### src/rtl/pe_ins_dispatch.sv
// PE instruction dispatcher: FIFO-buffered, busy-aware, in-order issue
// of start masks to single PEs or PE groups.
module pe_ins_dispatch #(
    parameter int PE_NUM     = 32,
    parameter int GRP_SIZE   = 4,
    parameter int FIFO_DEPTH = 8,
    parameter int INST_W     = 64,
    parameter int CNT_W      = 16
) (
    input  logic              clk,
    input  logic              rst,
    input  logic [3:0]        layer_type,
    input  logic [INST_W-1:0] ins,
    input  logic              ins_valid,
    output logic              ins_ready,
    input  logic [PE_NUM-1:0] done,
    output logic [PE_NUM-1:0] start,
    output logic [7:0]        idx_cnt,
    output logic [7:0]        trip_cnt,
    output logic [3:0]        pad_code,
    output logic              is_new,
    output logic              cut_y,
    output logic [PE_NUM-1:0] busy,
    output logic              idle,
    output logic              err_oob,
    output logic [CNT_W-1:0]  issue_cnt
);

    localparam int AW = $clog2(FIFO_DEPTH);
    localparam int EW = 29;
    localparam logic [AW:0] FULL_CNT = (AW+1)'(FIFO_DEPTH);
    localparam logic [PE_NUM-1:0] GRP_MASK =
        PE_NUM'((64'd1 << GRP_SIZE) - 64'd1);

    typedef enum logic {S_IDLE, S_WAIT} state_t;

    state_t            state_q, state_d;
    logic [EW-1:0]     mem_q [FIFO_DEPTH];
    logic [AW-1:0]     wr_ptr_q, rd_ptr_q;
    logic [AW:0]       cnt_q, cnt_d;
    logic              rdy_q;
    logic [EW-1:0]     hold_q;
    logic [PE_NUM-1:0] busy_q, start_q, mask, busy_clr;
    logic [7:0]        idx_q, trip_q;
    logic [3:0]        pad_q;
    logic              new_q, cut_q, err_q;
    logic [CNT_W-1:0]  icnt_q;
    logic              push, pop, issue, drop, oob;
    logic [31:0]       pe_w;
    logic              unused_ok;

    assign unused_ok = ^{layer_type[3:1], ins[INST_W-1:60], ins[31:0]};

    assign push     = ins_valid && rdy_q;
    assign cnt_d    = cnt_q + {{AW{1'b0}}, push} - {{AW{1'b0}}, pop};
    assign busy_clr = busy_q & ~done;

    // Target mask and range check of the held instruction
    always_comb begin
        pe_w = 32'(hold_q[25:20]);
        mask = '0;
        oob  = 1'b0;
        if (hold_q[28]) begin
            mask = PE_NUM'(1) << pe_w;
            oob  = pe_w >= 32'(PE_NUM);
        end else begin
            mask = GRP_MASK << (pe_w * 32'(GRP_SIZE));
            oob  = pe_w >= 32'(PE_NUM / GRP_SIZE);
        end
    end

    // Next-state: pop into hold, then issue or drop once targets are free
    always_comb begin
        state_d = state_q;
        pop     = 1'b0;
        issue   = 1'b0;
        drop    = 1'b0;
        unique case (state_q)
            S_IDLE: begin
                if (cnt_q != '0) begin
                    pop     = 1'b1;
                    state_d = S_WAIT;
                end
            end
            S_WAIT: begin
                if (oob) begin
                    drop    = 1'b1;
                    state_d = S_IDLE;
                end else if ((busy_clr & mask) == '0) begin
                    issue   = 1'b1;
                    state_d = S_IDLE;
                end
            end
            default: state_d = S_IDLE;
        endcase
    end

    // State register
    always_ff @(posedge clk) begin
        if (rst) state_q <= S_IDLE;
        else     state_q <= state_d;
    end

    // FIFO storage, written on accepted instructions
    always_ff @(posedge clk) begin
        if (push) mem_q[wr_ptr_q] <= {layer_type[0], ins[59:32]};
    end

    // FIFO pointers, hold register, busy tracking and issued fields
    always_ff @(posedge clk) begin
        if (rst) begin
            wr_ptr_q <= '0;
            rd_ptr_q <= '0;
            cnt_q    <= '0;
            rdy_q    <= 1'b0;
            hold_q   <= '0;
            busy_q   <= '0;
            start_q  <= '0;
            idx_q    <= '0;
            trip_q   <= '0;
            pad_q    <= '0;
            new_q    <= 1'b0;
            cut_q    <= 1'b0;
            err_q    <= 1'b0;
            icnt_q   <= '0;
        end else begin
            cnt_q   <= cnt_d;
            rdy_q   <= cnt_d != FULL_CNT;
            start_q <= issue ? mask : '0;
            busy_q  <= busy_clr | (issue ? mask : '0);
            err_q   <= drop;
            if (push) wr_ptr_q <= wr_ptr_q + 1'b1;
            if (pop) begin
                hold_q   <= mem_q[rd_ptr_q];
                rd_ptr_q <= rd_ptr_q + 1'b1;
            end
            if (issue) begin
                idx_q  <= hold_q[7:0];
                trip_q <= hold_q[15:8];
                pad_q  <= hold_q[19:16];
                new_q  <= hold_q[26];
                cut_q  <= hold_q[27];
                icnt_q <= icnt_q + 1'b1;
            end
        end
    end

    assign ins_ready = rdy_q;
    assign start     = start_q;
    assign idx_cnt   = idx_q;
    assign trip_cnt  = trip_q;
    assign pad_code  = pad_q;
    assign is_new    = new_q;
    assign cut_y     = cut_q;
    assign busy      = busy_q;
    assign idle      = (cnt_q == '0) && (state_q == S_IDLE) && (busy_q == '0);
    assign err_oob   = err_q;
    assign issue_cnt = icnt_q;

endmodule

### config.mk
export PLATFORM = sky130hd
export DESIGN_NAME = pe_ins_dispatch
export DESIGN_NICKNAME = d
export VERILOG_FILES = /design/src/rtl/pe_ins_dispatch.sv
export SDC_FILE = /design/constraint.sdc
export NUM_CORES = 1
export LEC_CHECK = 0
export BUFFER_PORTS_ARGS = -buffer_cell sky130_fd_sc_hd__clkbuf_2
export CORE_MARGIN = 2
export CORE_UTILIZATION = 53
export CTS_BUF_LIST = sky130_fd_sc_hd__clkbuf_8
export DETAILED_ROUTE_END_ITERATION = 8
export GPL_TIMING_DRIVEN = 0
export PLACE_DENSITY = 0.74
export SKIP_CTS_REPAIR_TIMING = 1
export SYNTH_ARGS = -nofsm -noshare
export SYNTH_HDL_FRONTEND = slang
export SYNTH_SLANG_ARGS = --single-unit
### constraint.sdc
create_clock -name clk -period 4.9 [get_ports clk]
set_clock_uncertainty 0.1 [all_clocks]
set_input_delay 1.47 -clock clk [delete_from_list [all_inputs] [get_ports clk]]
set_output_delay 1.47 -clock clk [all_outputs]
set_load 0.02 [all_outputs]
# Word level (Yosys, flattened, before mapping)
# Memories as Yosys holds them, arrays and structs flattened. A register that Yosys moved wholly into a read port is not among the register bits.
# Cells that the tools add are included.
# totals
ff_bits	115
word_cells	52
ramBits	232
memories	1
latch_bits	0
rom_bits	0
input_bits	103
out_inout_bits	105
# op_classes
n_addsub	5
div	0
bitwise_logic	5
magnitude_cmp	2
n_eq_ne	1
multipliers	0
mux	14
n_reduce_logical	8
n_shift	2
# mem_list
memory	depth	width	read_ports	rd_clocked_by_memory_dff	write_ports	line_no	text
mem_q	8	29	1	1	1	38	logic [EW-1:0] mem_q [FIFO_DEPTH];
# ops
operator	n
bitwise AND 32 bit	2
logical NOT 32 bit	2
two-way mux 32 bit	2
inverter 32 bit	1
bitwise OR 32 bit	1
left shift 1 x 6 -> 32 bit (first input constant)	1
left shift 4 x 8 -> 32 bit (first input constant)	1
adder 16 x 1 -> 16 bit (second input constant)	1
two-way mux 1 bit	11
adder 3 x 1 -> 3 bit (second input constant)	2
>= comparator 6 x 4 -> 1 bit (second input constant)	1
>= comparator 6 bit (second input constant)	1
adder 4 x 1 -> 4 bit	1
logical NOT 4 bit	1
!= test 4 bit (second input constant)	1
nonzero test 4 bit	1
subtractor 4 x 1 -> 4 bit	1
logical AND 1 bit	3
one-hot mux 1 bit (2 select lines)	1
OR reduction 2 bit	1
inverter 1 bit	1

# Longest topological paths before layout
# logic_depth
depth_word	9
mapped_depth	14
depth_no_buf	13

# Worst setup path before layout
# No wires, ideal clock.
# synth_path
path_kind	input to register
startpoint	input ins_valid
endpoint	memory mem_q[0][0], enable pin
path_slack_ns	0.453
n_path_buf	0
arrival_ns	3.895
t_required_ns	4.349
setup_ns	0.451
path_stages	3
path_cell_list	nand2_1 -> or2_2 -> nor3_1
# synth_via
elab_chain_cells	3
# synth_lines
item	line_no	text
from (decl)	14	input logic ins_valid,
logical AND 1 bit	54	assign push = ins_valid && rdy_q;
two-way mux 1 bit	106	if (push) mem_q[wr_ptr_q] <= {layer_type[0], ins[59:32]};
two-way mux 1 bit (implied by the code)	106	
to (decl)	38	
# No other way between the ends.

# Final worst setup path
# layout_path
startpoint	input done[25]
endpoint	register start_q[21], in the netlist start[21]
# layout_via
elab_chain_cells	8
# layout_lines
item	line_no	text
from (decl)	16	input logic [PE_NUM-1:0] done,
inverter 32 bit	56	assign busy_clr = busy_q & ~done;
bitwise AND 32 bit	56	
bitwise AND 32 bit	89	end else if ((busy_clr & mask) == '0) begin
logical NOT 32 bit	89	
two-way mux 1 bit	89	
two-way mux 1 bit	86	if (oob) begin
two-way mux 1 bit	78	unique case (state_q)
two-way mux 32 bit	n/a	
to (signal assigned)	129	start_q <= issue ? mask : '0;
to (decl)	43	logic [PE_NUM-1:0] busy_q, start_q, mask, busy_clr;
# No other way between the ends.
# A chain may end at the register's enable or synchronous reset.

==> results by group <==
Status
  – Status: finished clean

Setup path
  – Crit path buf inv count: 3
  – Critical path class: input port to flop
  – CP Capture Type: flop
  – RR Startpoint: hold_q[24]
  – Required @ worst endpoint: 5.32 ns
  – Crit path depth: 10
  – Slowest stage delay, CP: 0.60 ns
  – CP max-delay cell: nor2_1
  – Cell count of the worst reg-to-reg path: 10
  – Max FO, Critical Path: 10
  – Critical Path Start: done[25]
  – Critical path's top delay family: simple AND/OR/NAND/NOR gates
  – Crit-path cells: clkbuf_2, and2b_2, a2111oi_2, nand4_1, nor4_2, buf_4, nand2_4, nor2_1, clkbuf_1, and3_1
  – CP arrival: 4.46 ns
  – Setup crit start kind: input port

Place
  – Place WS: 0.374 ns
  – RePlAce Congestion: 0.957
  – Post-DP Area: approximately 17,000 um2
  – HPWL after detailed placement: 26,700 um
  – Placed Cells incl. Taps: 1,623
  – Input/output buffers: roughly 170

Die
  – Initial Util: 0.534
  – Core ar.: between 20,000 and 30,000 um2
  – IO Pins: 208
  – Height of the die: 174 um
  – Die Area: 30,200 um2
  – Site Rows: 62
  – Die Width: approximately 170 um

Synthesis
  – Ys async rst share: 0
  – Syn_area_per_cell: ~14 um2
  – Mapped cell area: roughly 15,000 um2
  – Synthesized Nets: 1,172
  – Mapped Cells: 1,060
  – Ys Warns: 0
  – Flops & latches, synth: ~380
  – Synth Flop Type: edfxtp_1
  – Seq/Total Area, Yosys: 0.646
  – Unique masters post-synth: slightly below 80
  – Post-synth EDFFs: approximately 230

GRT
  – Pin count of the biggest net entering global routing: 20
  – First-pass GRT wire length: around 57,000 um
  – Vias in the first global route: around 9,900
  – GRT Overall Usage: 0.249
  – GR Overflow Total: 0
  – Initial antenna violation count: 3

Layout
  – Final core utilization: 0.631
  – Syn-to-layout area delta: 18.1%
  – Post-route insts no fill: 1,732
  – Post-route cell area: 18,000 um2
  – Nets@finish: 1,410
  – Share of cells above drive strength 1: 0.308

Timing
  – Max-slew headroom: 0.341
  – Finish-stage setup viols: 0
  – Min cycle time layout: 4.04 ns
  – Least-Margin Pin Slew: 0.989 ns
  – Crit share post-route: 0.824
  – Final hold vios: 0
  – Fmax: between 200 and 250 MHz
  – Slew Viols, Final: 0
  – Fin worst setup slack: roughly 0.86 ns
  – RSZ-0062 raised after global routing: no

Drt
  – Remaining DRCs: 0
  – WL per Instance: 21.7 um
  – 1st-iter DRT viols: 910
  – Final ANT Viol Nets: 0
  – Routed WL: about 38,000 um
  – DR vias/cell: around 5.7
  – DR vias: ~9,800
  – Pre-antenna DRT Iters: 6

Pwr
  – Sequential share of power: 0.413
  – Clock power share: 0.284
  – Switch Pwr: approximately 3.0 mW
  – PwrDens: a little over 500 nW/um2
  – Power, Total: 9.12 mW
  – Logic pwr share: 0.303
  – Leakage: 6.41 nW
  – Sw Share: 0.331
  – Int Power: 6.10 mW
  – Maximum vdd drop: 0.000346 V

Clock tree
  – Cts bufs inserted: 57
  – Clock sinks: ~380
  – CTS tree: yes
  – CTS H-Tree Depth: 2
  – Clk_lat worst skew: 0.62 ns
  – Clock Root Buffer: clkbuf_8
  – Clock Path Buffers: 3
  – Clock transition at path regs: 0.06 ns

Worst hold path
  – Worst min path class: flop to flop
  – Worst Hold Depth: 2
  – HP Start: issue_cnt[15]

Run
  – Max Cap Viol: 0
==> stage by stage <==
| stage | hold WS [ns] | setup TNS (ns) |
|---|---|---|
| after global placement | 0.373 | -81.04 |
| after detailed placement | 0.383 | 0 |
| after global routing | 0.424 | 0 |
| after floorplan | 0.362 | 0 |
| after CTS | 0.394 | 0 |
| final | 0.390 | 0 |
==> final timing paths <==
| path | endpoint | slack (ns) |
|---|---|---|
| worst max-delay path | start[21] | 0.86 |
| worst min-delay path | issue_cnt[15] | 0.39 |
| worst max register to register | start[21] | 1.09 |
| worst min register to register | issue_cnt[15] | 0.39 |
==> registers in the layout, indices dropped and copies added, names as in the netlist, 4 cells and up <==
| name | count |
|---|---|
| pad_code | 4 |
| start | 32 |
| mem_q | 232 |
| busy | 32 |
| issue_cnt | 16 |
| trip_cnt | 8 |
| idx_cnt | 8 |
| hold_q | 29 |
| cnt_q | 4 |
==> per-layer routing <==
| metal | global-route usage | routed length [um] | up-vias |
|---|---|---|---|
| met5 | 0 | 14 | - |
| met4 | 0.0998 | 1440 | 2 |
| met3 | 0.0476 | 2810 | 112 |
| met2 | 0.412 | 17900 | 469 |
| met1 | 0.329 | 15400 | 4690 |
| li1 | - | - | 4525 |
==> cell families (layout without fill, tap and decap cells) <==
| logic type | after synthesis | in the layout | synth area share |
|---|---|---|---|
| XOR/XNOR | 16 | 16 | 0.00968 |
| multiplexers | 116 | 116 | 0.124 |
| buffers and inverters | 86 | 372 | 0.0319 |
| AND/OR/NAND/NOR | 336 | 336 | 0.124 |
| flip-flops | 376 | 376 | 0.646 |
| AO/OA/AOI/OAI | 121 | 121 | 0.0566 |
| adder cells (fa/ha/maj) | 9 | 9 | 0.00787 |
| other | 0 | 2 | 0 |
==> power groups by stage <==
stage	sequential (mW)	clock [mW]	combinational, mW
floorplan	3.84	0	1.90
global placement	3.83	0	2.67
detailed placement	3.83	0	2.75
CTS	3.76	2.64	2.76
global route	3.79	2.77	2.98
finish	3.76	2.59	2.77
==> area by class of cell <==
type	instances	area [um2]
Sequential cell	376	9850
Tap cell	384	480
Clock inverter	43	280
Inverter	17	63.8
Fill cell	2182	10500
Buffer	69	423
Antenna cell	2	5.00
Timing Repair Buffer	179	1060
Multi-Input combinational cell	598	4970
Clock buffer	64	881
==> cells in the final DEF, fill, tap and decap left out, types with 10 or more instances in the layout <==
master,count
edfxtp_1,232
clkbuf_2,167
dfxtp_1,144
nor2_1,100
clkbuf_8,66
mux4_2,58
mux2i_1,56
a21oi_1,44
a211oi_1,34
clkbuf_1,33
nand3_1,32
nand2b_1,31
nand2_1,27
inv_1,25
and3_1,17
buf_6,16
clkinv_1,16
clkinv_2,13
nor3_1,12
nor4_1,11
buf_4,10
==> cell usage after synthesis (5+ instances only) <==
master      n  area share
buf_6      12      0.0089
edfxtp_1  232        0.46
or2b_2      9      0.0052
a211oi_1   34       0.017
clkbuf_1   33      0.0081
xnor2_1     6      0.0034
inv_1      17      0.0042
ha_1        8      0.0066
buf_2       7      0.0023
or3_2       9      0.0044
nand2b_1   31       0.013
mux4_2     58       0.086
nor3b_1     5      0.0025
o22ai_1     6      0.0025
nand4_1     8      0.0033
o32ai_1     5      0.0029
and2_1      6      0.0025
a21o_1      5      0.0025
a21oi_1    44       0.014
or4b_1      5      0.0033
nor4_1     11      0.0045
nor2b_1     9      0.0037
mux2i_1    56       0.037
nor2_1    106       0.026
nand3_1    32       0.010
xor2_1      9      0.0052
nor3_1     14      0.0046
dfxtp_1   144        0.19
buf_1       5      0.0012
buf_4       9      0.0044
nand2_1    27      0.0066
and3_1     17      0.0070
==> worst reg2reg max path, stage by stage, from the launching register on <==
cell	delay (ns)
dfxtp_1	0.43
buf_2	0.26
or3_1	0.20
a211oi_1	0.10
nor4_1	0.44
o2111ai_1	0.34
nor4_4	0.52
nand2_4	0.09
nor2_1	0.60
clkbuf_1	0.39
and3_1	0.27
Power figures use the tool's default switching activity.
